==> src/rtl/mioc_dram_pkg.sv <==
// Shared types and defaults for the MIOC DRAM strobe sequencer.
// Latency: none. This file holds type and constant definitions only.
// Backpressure: none.
package mioc_dram_pkg;

  // Default strobe timing, in B_PHI cycles
  localparam int T_RM_DEF         = 1;
  localparam int T_MC_DEF         = 1;
  localparam int T_PRE_DEF        = 1;
  localparam int ROW_BITS_DEF     = 7;
  localparam int REF_INTERVAL_DEF = 64;
  localparam int MAX_DEFER_DEF    = 8;

  typedef enum logic [2:0] {
    ST_IDLE,
    ST_ACT_R,
    ST_ACT_M,
    ST_ACT_C,
    ST_EREF,
    ST_IREF,
    ST_PRE
  } dram_state_t;

  // Bank-select width: at least one bit, even when there is a single bank
  function automatic int bs_width(input int n);
    return (n <= 2) ? 1 : $clog2(n);
  endfunction

endpackage

==> src/rtl/mioc_ref_timer.sv <==
// Refresh bookkeeping: interval down-counter, refresh-due flag, defer counter, refresh row.
// Latency: ref_due rises one clock after the timer reaches zero. i_done takes effect on the next edge.
// Backpressure: none. A due refresh waits until the sequencer pulses i_done.
module mioc_ref_timer #(
  parameter int REF_INTERVAL = 64,
  parameter int MAX_DEFER    = 8,
  parameter int ROW_BITS     = 7
) (
  input  logic                i_clk,
  input  logic                i_rst,
  input  logic                i_done,
  input  logic                i_inc_row,
  input  logic                i_in_ref,
  output logic                o_ref_due,
  output logic                o_force,
  output logic [ROW_BITS-1:0] o_ref_row
);

  localparam int TW = $clog2(REF_INTERVAL);
  localparam int DW = $clog2(MAX_DEFER + 1);
  localparam logic [TW-1:0] TMR_LOAD = TW'(REF_INTERVAL - 1);
  localparam logic [DW-1:0] DEF_MAX  = DW'(MAX_DEFER);

  logic [TW-1:0]       r_tmr;
  logic                r_due;
  logic [DW-1:0]       r_defer;
  logic [ROW_BITS-1:0] r_row;

  // Interval timer: counts down to zero and parks there until a refresh completes
  always_ff @(posedge i_clk or posedge i_rst) begin
    if (i_rst)               r_tmr <= TMR_LOAD;
    else if (i_done)         r_tmr <= TMR_LOAD;
    else if (r_tmr != '0)    r_tmr <= r_tmr - TW'(1);
  end

  // Refresh-due flag: raised by an expired timer, dropped by any completed refresh
  always_ff @(posedge i_clk or posedge i_rst) begin
    if (i_rst)               r_due <= 1'b0;
    else if (i_done)         r_due <= 1'b0;
    else if (r_tmr == '0)    r_due <= 1'b1;
  end

  // Defer counter: measures how long a due refresh has yielded to CPU traffic
  always_ff @(posedge i_clk or posedge i_rst) begin
    if (i_rst)                                           r_defer <= '0;
    else if (i_done)                                     r_defer <= '0;
    else if (r_due && !i_in_ref && (r_defer != DEF_MAX)) r_defer <= r_defer + DW'(1);
  end

  // Refresh row: advances only after an internal refresh, because external refresh uses the CPU row
  always_ff @(posedge i_clk or posedge i_rst) begin
    if (i_rst)                     r_row <= '0;
    else if (i_done && i_inc_row)  r_row <= r_row + ROW_BITS'(1);
  end

  assign o_ref_due = r_due;
  assign o_force   = r_due && (r_defer >= DEF_MAX);
  assign o_ref_row = r_row;

endmodule

==> src/rtl/mioc_dram_seq.sv <==
// DRAM RAS/MUX/CAS strobe sequencer for the MIOC, with an internal refresh engine.
// Latency: RAS_N falls on the accepting edge, MUX after T_RM clocks, CAS_N after T_RM+T_MC clocks.
// Backpressure: WAIT_N stalls a CPU access that collides with an internal refresh or its precharge.
module mioc_dram_seq
  import mioc_dram_pkg::*;
#(
  parameter int NUM_BANKS    = 2,
  parameter int T_RM         = T_RM_DEF,
  parameter int T_MC         = T_MC_DEF,
  parameter int T_PRE        = T_PRE_DEF,
  parameter int ROW_BITS     = ROW_BITS_DEF,
  parameter int REF_INTERVAL = REF_INTERVAL_DEF,
  parameter int MAX_DEFER    = MAX_DEFER_DEF,
  localparam int BS_W        = bs_width(NUM_BANKS)
) (
  input  logic                 i_b_phi,
  input  logic                 i_rst,
  input  logic                 i_bmreq_n,
  input  logic                 i_brfsh_n,
  input  logic                 i_dma_n,
  input  logic                 i_mem_hit,
  input  logic [BS_W-1:0]      i_bank_sel,
  output logic                 o_ras_n,
  output logic                 o_mux,
  output logic [NUM_BANKS-1:0] o_cas_n,
  output logic                 o_wait_n,
  output logic                 o_ref_act,
  output logic [ROW_BITS-1:0]  o_ref_row
);

  localparam logic [3:0] LIM_RM  = 4'(T_RM - 1);
  localparam logic [3:0] LIM_MC  = 4'(T_MC - 1);
  localparam logic [3:0] LIM_REF = 4'(T_RM + T_MC - 1);
  localparam logic [3:0] LIM_PRE = 4'(T_PRE - 1);

  dram_state_t          r_state, w_nxt, w_pick;
  logic [3:0]           r_cnt, w_cnt_nxt;
  logic [BS_W-1:0]      r_bank;
  logic                 r_pre_iref;
  logic                 r_ras_n, r_mux, r_ref_act;
  logic [NUM_BANKS-1:0] r_cas_n, w_cas_dec;
  logic                 w_acc_req, w_ext_ref, w_done, w_inc_row, w_in_ref;
  logic                 w_ref_due, w_force;

  // While the 6801 owns the bus, Z80 refresh cycles are not trusted
  assign w_acc_req = !i_bmreq_n && i_brfsh_n && i_mem_hit;
  assign w_ext_ref = !i_bmreq_n && !i_brfsh_n && i_dma_n;
  assign w_in_ref  = (r_state == ST_IREF) || (r_state == ST_EREF);

  mioc_ref_timer #(
    .REF_INTERVAL (REF_INTERVAL),
    .MAX_DEFER    (MAX_DEFER),
    .ROW_BITS     (ROW_BITS)
  ) u_ref (
    .i_clk     (i_b_phi),
    .i_rst     (i_rst),
    .i_done    (w_done),
    .i_inc_row (w_inc_row),
    .i_in_ref  (w_in_ref),
    .o_ref_due (w_ref_due),
    .o_force   (w_force),
    .o_ref_row (o_ref_row)
  );

  // Arbitration from idle: CPU refresh, then starved refresh, then access, then opportunistic refresh
  always_comb begin
    w_pick = ST_IDLE;
    if (w_ext_ref)      w_pick = ST_EREF;
    else if (w_force)   w_pick = ST_IREF;
    else if (w_acc_req) w_pick = ST_ACT_R;
    else if (w_ref_due) w_pick = ST_IREF;
  end

  // Next-state and cycle counter; the precharge exit arbitrates directly so held requests lose no clock
  always_comb begin
    w_nxt     = r_state;
    w_cnt_nxt = r_cnt + 4'd1;
    w_done    = 1'b0;
    w_inc_row = 1'b0;
    case (r_state)
      ST_IDLE: begin
        w_nxt     = w_pick;
        w_cnt_nxt = '0;
      end
      ST_ACT_R: begin
        if (i_bmreq_n)             begin w_nxt = ST_PRE;   w_cnt_nxt = '0; end
        else if (r_cnt == LIM_RM)  begin w_nxt = ST_ACT_M; w_cnt_nxt = '0; end
      end
      ST_ACT_M: begin
        if (i_bmreq_n)             begin w_nxt = ST_PRE;   w_cnt_nxt = '0; end
        else if (r_cnt == LIM_MC)  begin w_nxt = ST_ACT_C; w_cnt_nxt = '0; end
      end
      ST_ACT_C: begin
        w_cnt_nxt = r_cnt;
        if (i_bmreq_n)             begin w_nxt = ST_PRE;   w_cnt_nxt = '0; end
      end
      ST_EREF: begin
        w_cnt_nxt = r_cnt;
        if (i_bmreq_n) begin
          w_nxt     = ST_PRE;
          w_cnt_nxt = '0;
          w_done    = 1'b1;
        end
      end
      ST_IREF: begin
        if (r_cnt == LIM_REF) begin
          w_nxt     = ST_PRE;
          w_cnt_nxt = '0;
          w_done    = 1'b1;
          w_inc_row = 1'b1;
        end
      end
      ST_PRE: begin
        if (r_cnt == LIM_PRE) begin
          w_nxt     = w_pick;
          w_cnt_nxt = '0;
        end
      end
      default: begin
        w_nxt     = ST_IDLE;
        w_cnt_nxt = '0;
      end
    endcase
  end

  // State, counter, latched bank and refresh-precharge marker
  always_ff @(posedge i_b_phi or posedge i_rst) begin
    if (i_rst) begin
      r_state    <= ST_IDLE;
      r_cnt      <= '0;
      r_bank     <= '0;
      r_pre_iref <= 1'b0;
    end else begin
      r_state    <= w_nxt;
      r_cnt      <= w_cnt_nxt;
      if ((w_nxt == ST_ACT_R) && (r_state != ST_ACT_R)) r_bank <= i_bank_sel;
      r_pre_iref <= (w_nxt == ST_PRE) &&
                    ((r_state == ST_IREF) || ((r_state == ST_PRE) && r_pre_iref));
    end
  end

  // One-hot-low CAS for the latched bank; an out-of-range bank selects nothing
  always_comb begin
    w_cas_dec = '1;
    for (int b = 0; b < NUM_BANKS; b++) begin
      if (int'(r_bank) == b) w_cas_dec[b] = 1'b0;
    end
  end

  // Strobes are registered from the next state so they change on the same edge as the state
  always_ff @(posedge i_b_phi or posedge i_rst) begin
    if (i_rst) begin
      r_ras_n   <= 1'b1;
      r_mux     <= 1'b0;
      r_cas_n   <= '1;
      r_ref_act <= 1'b0;
    end else begin
      r_ras_n   <= !((w_nxt == ST_ACT_R) || (w_nxt == ST_ACT_M) || (w_nxt == ST_ACT_C) ||
                     (w_nxt == ST_EREF)  || (w_nxt == ST_IREF));
      r_mux     <= (w_nxt == ST_ACT_M) || (w_nxt == ST_ACT_C);
      r_cas_n   <= (w_nxt == ST_ACT_C) ? w_cas_dec : '1;
      r_ref_act <= (w_nxt == ST_IREF);
    end
  end

  assign o_ras_n   = r_ras_n;
  assign o_mux     = r_mux;
  assign o_cas_n   = r_cas_n;
  assign o_ref_act = r_ref_act;
  assign o_wait_n  = !(w_acc_req && ((r_state == ST_IREF) || ((r_state == ST_PRE) && r_pre_iref)));

endmodule

==> config.mk <==
export PLATFORM = sky130hd
export DESIGN_NAME = mioc_dram_seq
export DESIGN_NICKNAME = d
export VERILOG_FILES = /design/src/rtl/mioc_dram_pkg.sv /design/src/rtl/mioc_ref_timer.sv /design/src/rtl/mioc_dram_seq.sv
export SDC_FILE = /design/constraint.sdc
export NUM_CORES = 1
export LEC_CHECK = 0
export BUFFER_PORTS_ARGS = -buffer_cell sky130_fd_sc_hd__buf_2
export CORE_UTILIZATION = 30
export CTS_CLUSTER_DIAMETER = 60
export DETAILED_ROUTE_END_ITERATION = 7
export SLEW_MARGIN = 20
export SYNTH_ARGS = -nofsm -noshare
export SYNTH_HDL_FRONTEND = slang
export SYNTH_SLANG_ARGS = --single-unit
export TNS_END_PERCENT = 100
==> constraint.sdc <==
create_clock -name i_b_phi -period 4.15 [get_ports i_b_phi]
set_input_delay 0.415 -clock i_b_phi [delete_from_list [all_inputs] [get_ports i_b_phi]]
set_output_delay 0.415 -clock i_b_phi [all_outputs]
set_load 0.1 [all_outputs]
==> implementation parameters, run 1 <==
Parameter                              Value

Global routing
  Gr usage total ... 11.4%
  Remaining global-route overflow ... 0
  Number of antenna violations at the first check in global routing ... 0
  Global-route wire length before repair ... 5450 um
  Number of global-route vias before repair ... 1182
  Pin count of the biggest net entering global routing ... 33

Power and ir drop
  Share of total power in sequential cells ... 36.7%
  Logic pwr share ... 43.5%
  Switching Power ... 633 uW
  Power density over the cells ... 725 mW/mm2
  Switching share of power ... 43.3%
  Peak ir drop on the vdd network ... 0.481 mV
  P_int ... 828 uW
  Leakage power figure ... 0.000934 uW
  Part of the power in the clock network ... 19.8%

Critical path
  Category of the most critical setup path ... flip-flop to output pin
  Kind of capture point of the worst setup path ... output pin
  CP required ... 3.73 ns
  Startpoint Class ... flip-flop
  Data arrival time of the critical path ... 1.82 ns
  Highest fanout seen on the critical path ... 14

Floorplan
  Total die area ... 0.00616 mm2
  Cell row count ... 27
  Initial Util ... 31.5%
  Number of top-level pins ... 20
  Chip width ... 78.5 um
  Area of the core ... 0.00557 mm2
  Die H ... 78.5 um

Layout
  Total area of multi-input combinational cells ... 855 um2
  Signed area change from the synthesized netlist to the final layout ... 14.8%
  FF+latch area ... 812 um2
  Most common cell after layout, fill and taps aside ... dfrtp_1
  Number of nets in the final layout ... 209
  Count of inserted antenna diode cells ... 0
  Number of standard cells in the layout, taps in and fillers out ... 267
  Layout cell share with drive strength beyond 1 ... 24.1%
  Filler instances ... 573
  Final core utilization ... 36.2%
  Top library cells by usage in the layout, fill and taps aside ... dfrtp_1, buf_2, nand2_1

Clock tree
  Clock tree from TritonCTS ... done
  Insertion delay to the later sink of the worst-skew pair ... 0.28 ns
  Quantity of gates resized following cts ... 0
  TritonCTS sink count ... 32
  Cell chosen for the clock root ... clkbuf_8
  Count of buffers added by post-CTS timing repair for setup ... 0
  Post-cts hold buffer count ... 0
  Number of buffers on the longest clock path ... 2
  CTS buffer count ... 5
  Clock edge transition at the registers on the reported setup and hold paths ... 0.07 ns
  Number of levels the H-tree was split into ... 2

Logic synthesis
  Netlist cell types ... 50
  Post-Synthesis Cells ... 174
  Sequential fraction of the synthesis area ... 46.3%
  Count of state elements after synthesis ... 32
  Asr flop ratio synth ... 100%
  Most used DFF post-synth ... dfrtp_1
  Yosys Warn Count ... 0
  Post-synth EDFFs ... 0
  Synthesized area ... 0.00176 mm2
  Synthesized area per cell ... 10.1 um2
  Number of nets in the synthesized netlist ... 189

STA
  Setup TNS ... 0 ns
  Total count of max-transition violations in the final report ... 0
  Smallest setup slack after layout ... 1.91 ns
  Worst hold slack ... 0.212 ns
  Worst slew pin tran ... 0.484 ns
  Worst Skew ... 0.00684 ns
  Crit path time final ... 2.24 ns
  Count of final hold-check violations ... 0
  Slew HR ... 67.9%
  Fmax ... 0.447 GHz
  Unrepaired setup endpoints after global routing ... false
  Final cycle utilization of the critical path ... 53.9%
  Final setup viols ... 0

Routing
  Overall routed net length ... 3170 um
  Antenna viol nets, final ... 0
  Pre-Repair DR Iteration Count ... 4
  Initial DRC Count ... 54
  # DRC ... 0
  Drt wl/cell ... 11.9 um
  Via Count ... 1263
  Detailed-route vias per instance ... 4.73

Placed design
  Worst slack at placement ... 2.07 ns
  Port bufs ... 19
  Global placement routability congestion ... 0.756
  Detailed placer's ending HPWL ... 2340 um
  Instance count after placement with tap cells included ... 259

Flow run
  Max cap viols ... 0

Hold path
  Hold Path Class ... primary input to asynchronous set/reset pin

Run status
  Outcome ... finished clean
==> power by group through the flow <==
stage	Sequential, uW	Combinational, uW	Clock (uW)
CTS	535	642	298
detailed placement	538	642	0
floorplan	673	396	0
global route	553	699	315
global placement	539	633	0
finish	536	636	289
==> kinds of logic after synthesis <==
group,count (synthesis),synth area share (%)
xor+xnor,13,6.49
buf+inv,20,5.06
compound gates,31,12.1
simple gates,64,20.7
mux,6,3.63
fa+ha+maj,8,5.70
flops,32,46.3
==> synthesized netlist by cell type, types with 2 or more instances <==
master	count	share of area, %
dfstp_2	9	13
o2111ai_1	2	1.0
clkbuf_1	3	0.64
nand3_1	3	0.86
mux2_2	3	1.9
ha_1	8	5.7
nor2_1	13	2.8
o21ai_0	9	2.6
nand4_1	3	1.1
mux2i_1	3	1.7
nor3b_1	2	0.86
nand2_1	15	3.2
a21oi_1	7	2.0
and3_1	2	0.71
nand2b_1	5	1.8
xnor2_1	6	3.0
buf_2	2	0.57
nor3_1	2	0.57
nand3b_1	4	1.7
xor2_1	7	3.5
dfrtp_1	23	33
nor2b_1	3	1.1
inv_1	12	2.6
a21o_1	2	0.86
==> through the flow <==
step                      area, um2  power, uW
after floorplan                1760       1070
after global placement         1910       1170
after detailed placement       1910       1180
after CTS                      2020       1470
after global routing           2020       1570
final                          2020       1460
==> final timing paths <==
kind                                     from                 end  slack [ns]  cells past startpoint
min in group i_b_phi               i_bank_sel              r_bank        0.37                      2
setup / recovery                   r_state[0]            o_wait_n        1.91                      4
setup reg to reg                     r_cnt[0]             o_ras_n        2.07                      8
max in group asynchronous               i_rst      u_ref.r_tmr[1]        3.61                      3
hold / removal                          i_rst  u_ref.o_ref_row[4]        0.21                      3
hold reg to reg            u_ref.o_ref_row[6]  u_ref.o_ref_row[6]        0.47                      1
==> worst max-delay path: stages (launching register included) <==
cell      delay [ns]
dfrtp_1         0.54
nor2b_1         0.24
a21oi_1         0.19
nand4b_1        0.13
buf_2           0.43
==> routing by layer <==
metal	share of wire (%)	global-route usage (%)	vias up
met2	44	16.9	20
met3	3.7	2.91	4
met4	1.7	5.56	0
li1	-	-	636
met1	51	15.2	603
met5	0	0	-
==> layout make-up <==
cell class / count / share of cell area (%)
Tap cell: 72 / 4.47
Clock buffer: 6 / 3.60
Multi-Input combinational cell: 122 / 42.4
Inverter: 13 / 2.42
Timing Repair Buffer: 20 / 5.09
Clock inverter: 2 / 1.74
Sequential cell: 32 / 40.3
==> state kept, by name, indices dropped and copies added, names as in the netlist, 2 cells and up <==
register / count
u_ref.o_ref_row: 7
u_ref.r_tmr: 6
r_cnt: 4
u_ref.r_defer: 4
r_state: 3
o_cas_n: 2
(Power assumes the default switching activity.)
==> run 2, diff against run 1 <==
==> constraint.sdc (replaced) <==
create_clock -name i_b_phi -period 1.95 [get_ports i_b_phi]
set_input_delay 0.195 -clock i_b_phi [delete_from_list [all_inputs] [get_ports i_b_phi]]
set_output_delay 0.195 -clock i_b_phi [all_outputs]
set_load 0.1 [all_outputs]
==> implementation parameters, run 2 (same netlist as run 1, synthesis figures left out) <==
Parameter                              Value

Layout
  Filler instances ... 567 (was 573)
  Number of nets in the final layout ... 223 (was 209)
  Top library cells by usage in the layout, fill and taps aside ... dfrtp_1, buf_2, nand2_1, buf_4, nor2_1 (was dfrtp_1, buf_2, nand2_1)
  Layout cell share with drive strength beyond 1 ... 31.1% (was 24.1%)
  Cell area after layout ... 0.00214 mm2 (was 0.00202 mm2)
  Number of standard cells in the layout, taps in and fillers out ... 281 (was 267)
  Total area of multi-input combinational cells ... 873 um2 (was 855 um2)
  Signed area change from the synthesized netlist to the final layout ... 21.9% (was 14.8%)
  Final core utilization ... 38.4% (was 36.2%)
  Most common cell after layout, fill and taps aside ... dfrtp_1 (unchanged)
  Count of inserted antenna diode cells ... 0 (unchanged)
  Flip-flop count of the largest register after layout ... 7 (unchanged)
  FF+latch area ... 812 um2 (unchanged)

STA
  Worst slew pin tran ... 0.495 ns (was 0.484 ns)
  Final cycle utilization of the critical path ... 99.4%
  Smallest setup slack after layout ... 0.0120 ns (was 1.91 ns)
  Worst Skew ... 0.00376 ns (was 0.00684 ns)
  Total count of max-transition violations in the final report ... 0 (unchanged)
  Fmax ... 0.516 GHz
  Crit path time final ... 1.94 ns
  Worst hold slack ... -0.00729 ns (was 0.212 ns)
  Final setup viols ... 0 (unchanged)
  Slew HR ... 67.0% (was 67.9%)
  Unrepaired setup endpoints after global routing ... true (was false)
  Count of final hold-check violations ... 22 (was 0)

Power and ir drop
  P_int ... 1830 uW (was 828 uW)
  Switching share of power ... 43.2% (was 43.3%)
  Switching Power ... 1400 uW (was 633 uW)
  Part of the power in the clock network ... 15.9% (was 19.8%)
  Power density over the cells ... 1510 mW/mm2 (was 725 mW/mm2)
  Share of total power in sequential cells ... 33.8% (was 36.7%)
  Logic pwr share ... 50.3% (was 43.5%)
  Peak ir drop on the vdd network ... 0.824 mV (was 0.481 mV)
  Leakage power figure ... 0.00101 uW (was 0.000934 uW)

Routing
  # DRC ... 0 (unchanged)
  Via Count ... 1339 (was 1263)
  Drt wl/cell ... 12.1 um (was 11.9 um)
  Overall routed net length ... 3400 um (was 3170 um)
  Pre-Repair DR Iteration Count ... 4 (unchanged)
  Antenna viol nets, final ... 0 (unchanged)
  Detailed-route vias per instance ... 4.77 (was 4.73)
  Initial DRC Count ... 93 (was 54)

Critical path
  Reg-to-Reg Start ... r_cnt[0] (unchanged)
  Crit path largest cell delay ... 0.39 ns (was 0.54 ns)
  Category of the most critical setup path ... flip-flop to flip-flop (was flip-flop to output pin)
  Kind of capture point of the worst setup path ... flip-flop (was output pin)
  Critical path's slowest cell ... dfrtp_1 (unchanged)
  Cells along the critical path ... inv_2, ha_4, nor3b_4, o21ai_0, o311ai_1, mux2_2 (was nor2b_1, a21oi_1, nand4b_1, buf_2)
  Highest fanout seen on the critical path ... 6 (was 14)
  CP required ... 2.11 ns (was 3.73 ns)
  Startpoint Class ... flip-flop (unchanged)
  Critical Path Source ... r_cnt[0] (was r_state[0])
  Data arrival time of the critical path ... 2.10 ns (was 1.82 ns)

Clock tree
  CTS buffer count ... 5 (unchanged)
  Clock edge transition at the registers on the reported setup and hold paths ... 0.06 ns (was 0.07 ns)
  Cell chosen for the clock root ... clkbuf_8 (unchanged)
  Clock tree from TritonCTS ... done (unchanged)
  Number of levels the H-tree was split into ... 2 (unchanged)
  Insertion delay to the later sink of the worst-skew pair ... 0.28 ns (about the same)
  Post-cts hold buffer count ... 0 (unchanged)
  Number of buffers on the longest clock path ... 2 (unchanged)
  TritonCTS sink count ... 32 (unchanged)

Placed design
  Worst slack at placement ... -0.109 ns (was 2.07 ns)
  Detailed placer's ending HPWL ... 2500 um (was 2340 um)
  Instance count after placement with tap cells included ... 270 (was 259)
  Port bufs ... 19 (unchanged)
  Placement Cell Area ... 0.00201 mm2 (was 0.00191 mm2)
  Global placement routability congestion ... 0.787 (was 0.756)

Global routing
  Number of antenna violations at the first check in global routing ... 0 (unchanged)
  Global routing met1 resource utilization ... 16.0% (was 15.2%)
  Met3 Usage GRT ... 2.79% (was 2.91%)
  Pin count of the biggest net entering global routing ... 33 (unchanged)
  Number of global-route vias before repair ... 1300 (was 1182)
  Global-route wire length before repair ... 5930 um (was 5450 um)
  Remaining global-route overflow ... 0 (unchanged)
  Fraction of met2 tracks used by global routing ... 19.8% (was 16.9%)
  Gr usage total ... 12.6% (was 11.4%)
  Most heavily used metal layer in global routing ... met2 (unchanged)

Run status
  Outcome ... complete, but fails checks (was finished clean)
  Failing checks ... negative hold slack

Floorplan
  Area of the core ... 0.00557 mm2 (unchanged)
  Total die area ... 0.00616 mm2 (unchanged)
  Number of top-level pins ... 20 (unchanged)
  Cell row count ... 27 (unchanged)
  Die H ... 78.5 um (unchanged)
  Initial Util ... 31.5% (unchanged)
  Chip width ... 78.5 um (unchanged)

Hold path
  Hold Path Class ... primary input to asynchronous set/reset pin (unchanged)

Flow run
  Max cap viols ... 0 (unchanged)
-- run 2: cell type report --
| cell class | count | area share (%) |
|---|---|---|
| clock buffers | 8 | 4.21 |
| inverters | 13 | 2.40 |
| multi-input cells | 122 | 40.8 |
| flip-flops and latches | 32 | 38.0 |
| well taps | 72 | 4.21 |
| repair buffers | 34 | 10.4 |
-- run 2: path summary, 6_finish.rpt --
| kind | end | slack, ns | cells after the start |
|---|---|---|---|
| setup / recovery | r_bank | 0.01 | 6 |
| hold / removal | u_ref.o_ref_row[5] | -0.007 | 3 |
| setup reg to reg | r_bank | 0.01 | 6 |
| hold reg to reg | u_ref.o_ref_row[6] | 0.47 | 1 |
| max in group asynchronous | o_cas_n[0] | 1.63 | 3 |
| min in group i_b_phi | r_bank | 0.15 | 2 |
-- run 2: per-layer routing --
layer / vias to the layer above / wire length (um)
li1: 668 / -
met1: 639 / 1590
met2: 27 / 1600
met3: 5 / 132
met4: 0 / 65
met5: - / 0
-- run 2: power by group through the flow --
| stage | combinational (uW) | clock [uW] | sequential [uW] |
|---|---|---|---|
| finish | 1620 | 515 | 1090 |
| global route | 1790 | 570 | 1120 |
| CTS | 1600 | 539 | 1090 |
| detailed placement | 1560 | 0 | 1100 |
| global placement | 1540 | 0 | 1100 |
| floorplan | 860 | 0 | 1440 |
-- run 2: worst max-delay path, delay by kind of cell, from the launching register on --
kind | cells | cell delay [ns]
AO/OA/AOI/OAI | 2 | 0.58
adder cells (fa/ha/maj) | 1 | 0.13
buffers and inverters | 1 | 0.09
flip-flops | 1 | 0.39
multiplexers | 1 | 0.37
AND/OR/NAND/NOR | 1 | 0.27
-- run 2: metrics by stage --
stage                     total power [uW]  TNS, ns  hold slack (ns)
after floorplan                       2300        0            0.305
after CTS                             3230        0          0.00483
after global placement                2640  -0.0206            0.306
after global routing                  3480   -0.335           0.0445
after detailed placement              2660   -0.145            0.308
final                                 3230        0         -0.00729
-- run 2: timing repair --
action | in CTS | in global routing
endpoints found under the hold margin | 0 | 0
pin swaps | 2 | 0
resized for setup | 6 | 2
setup endpoints to repair | 4 | 5
setup buffers | 1 | 2
gates cloned | 0 | 0
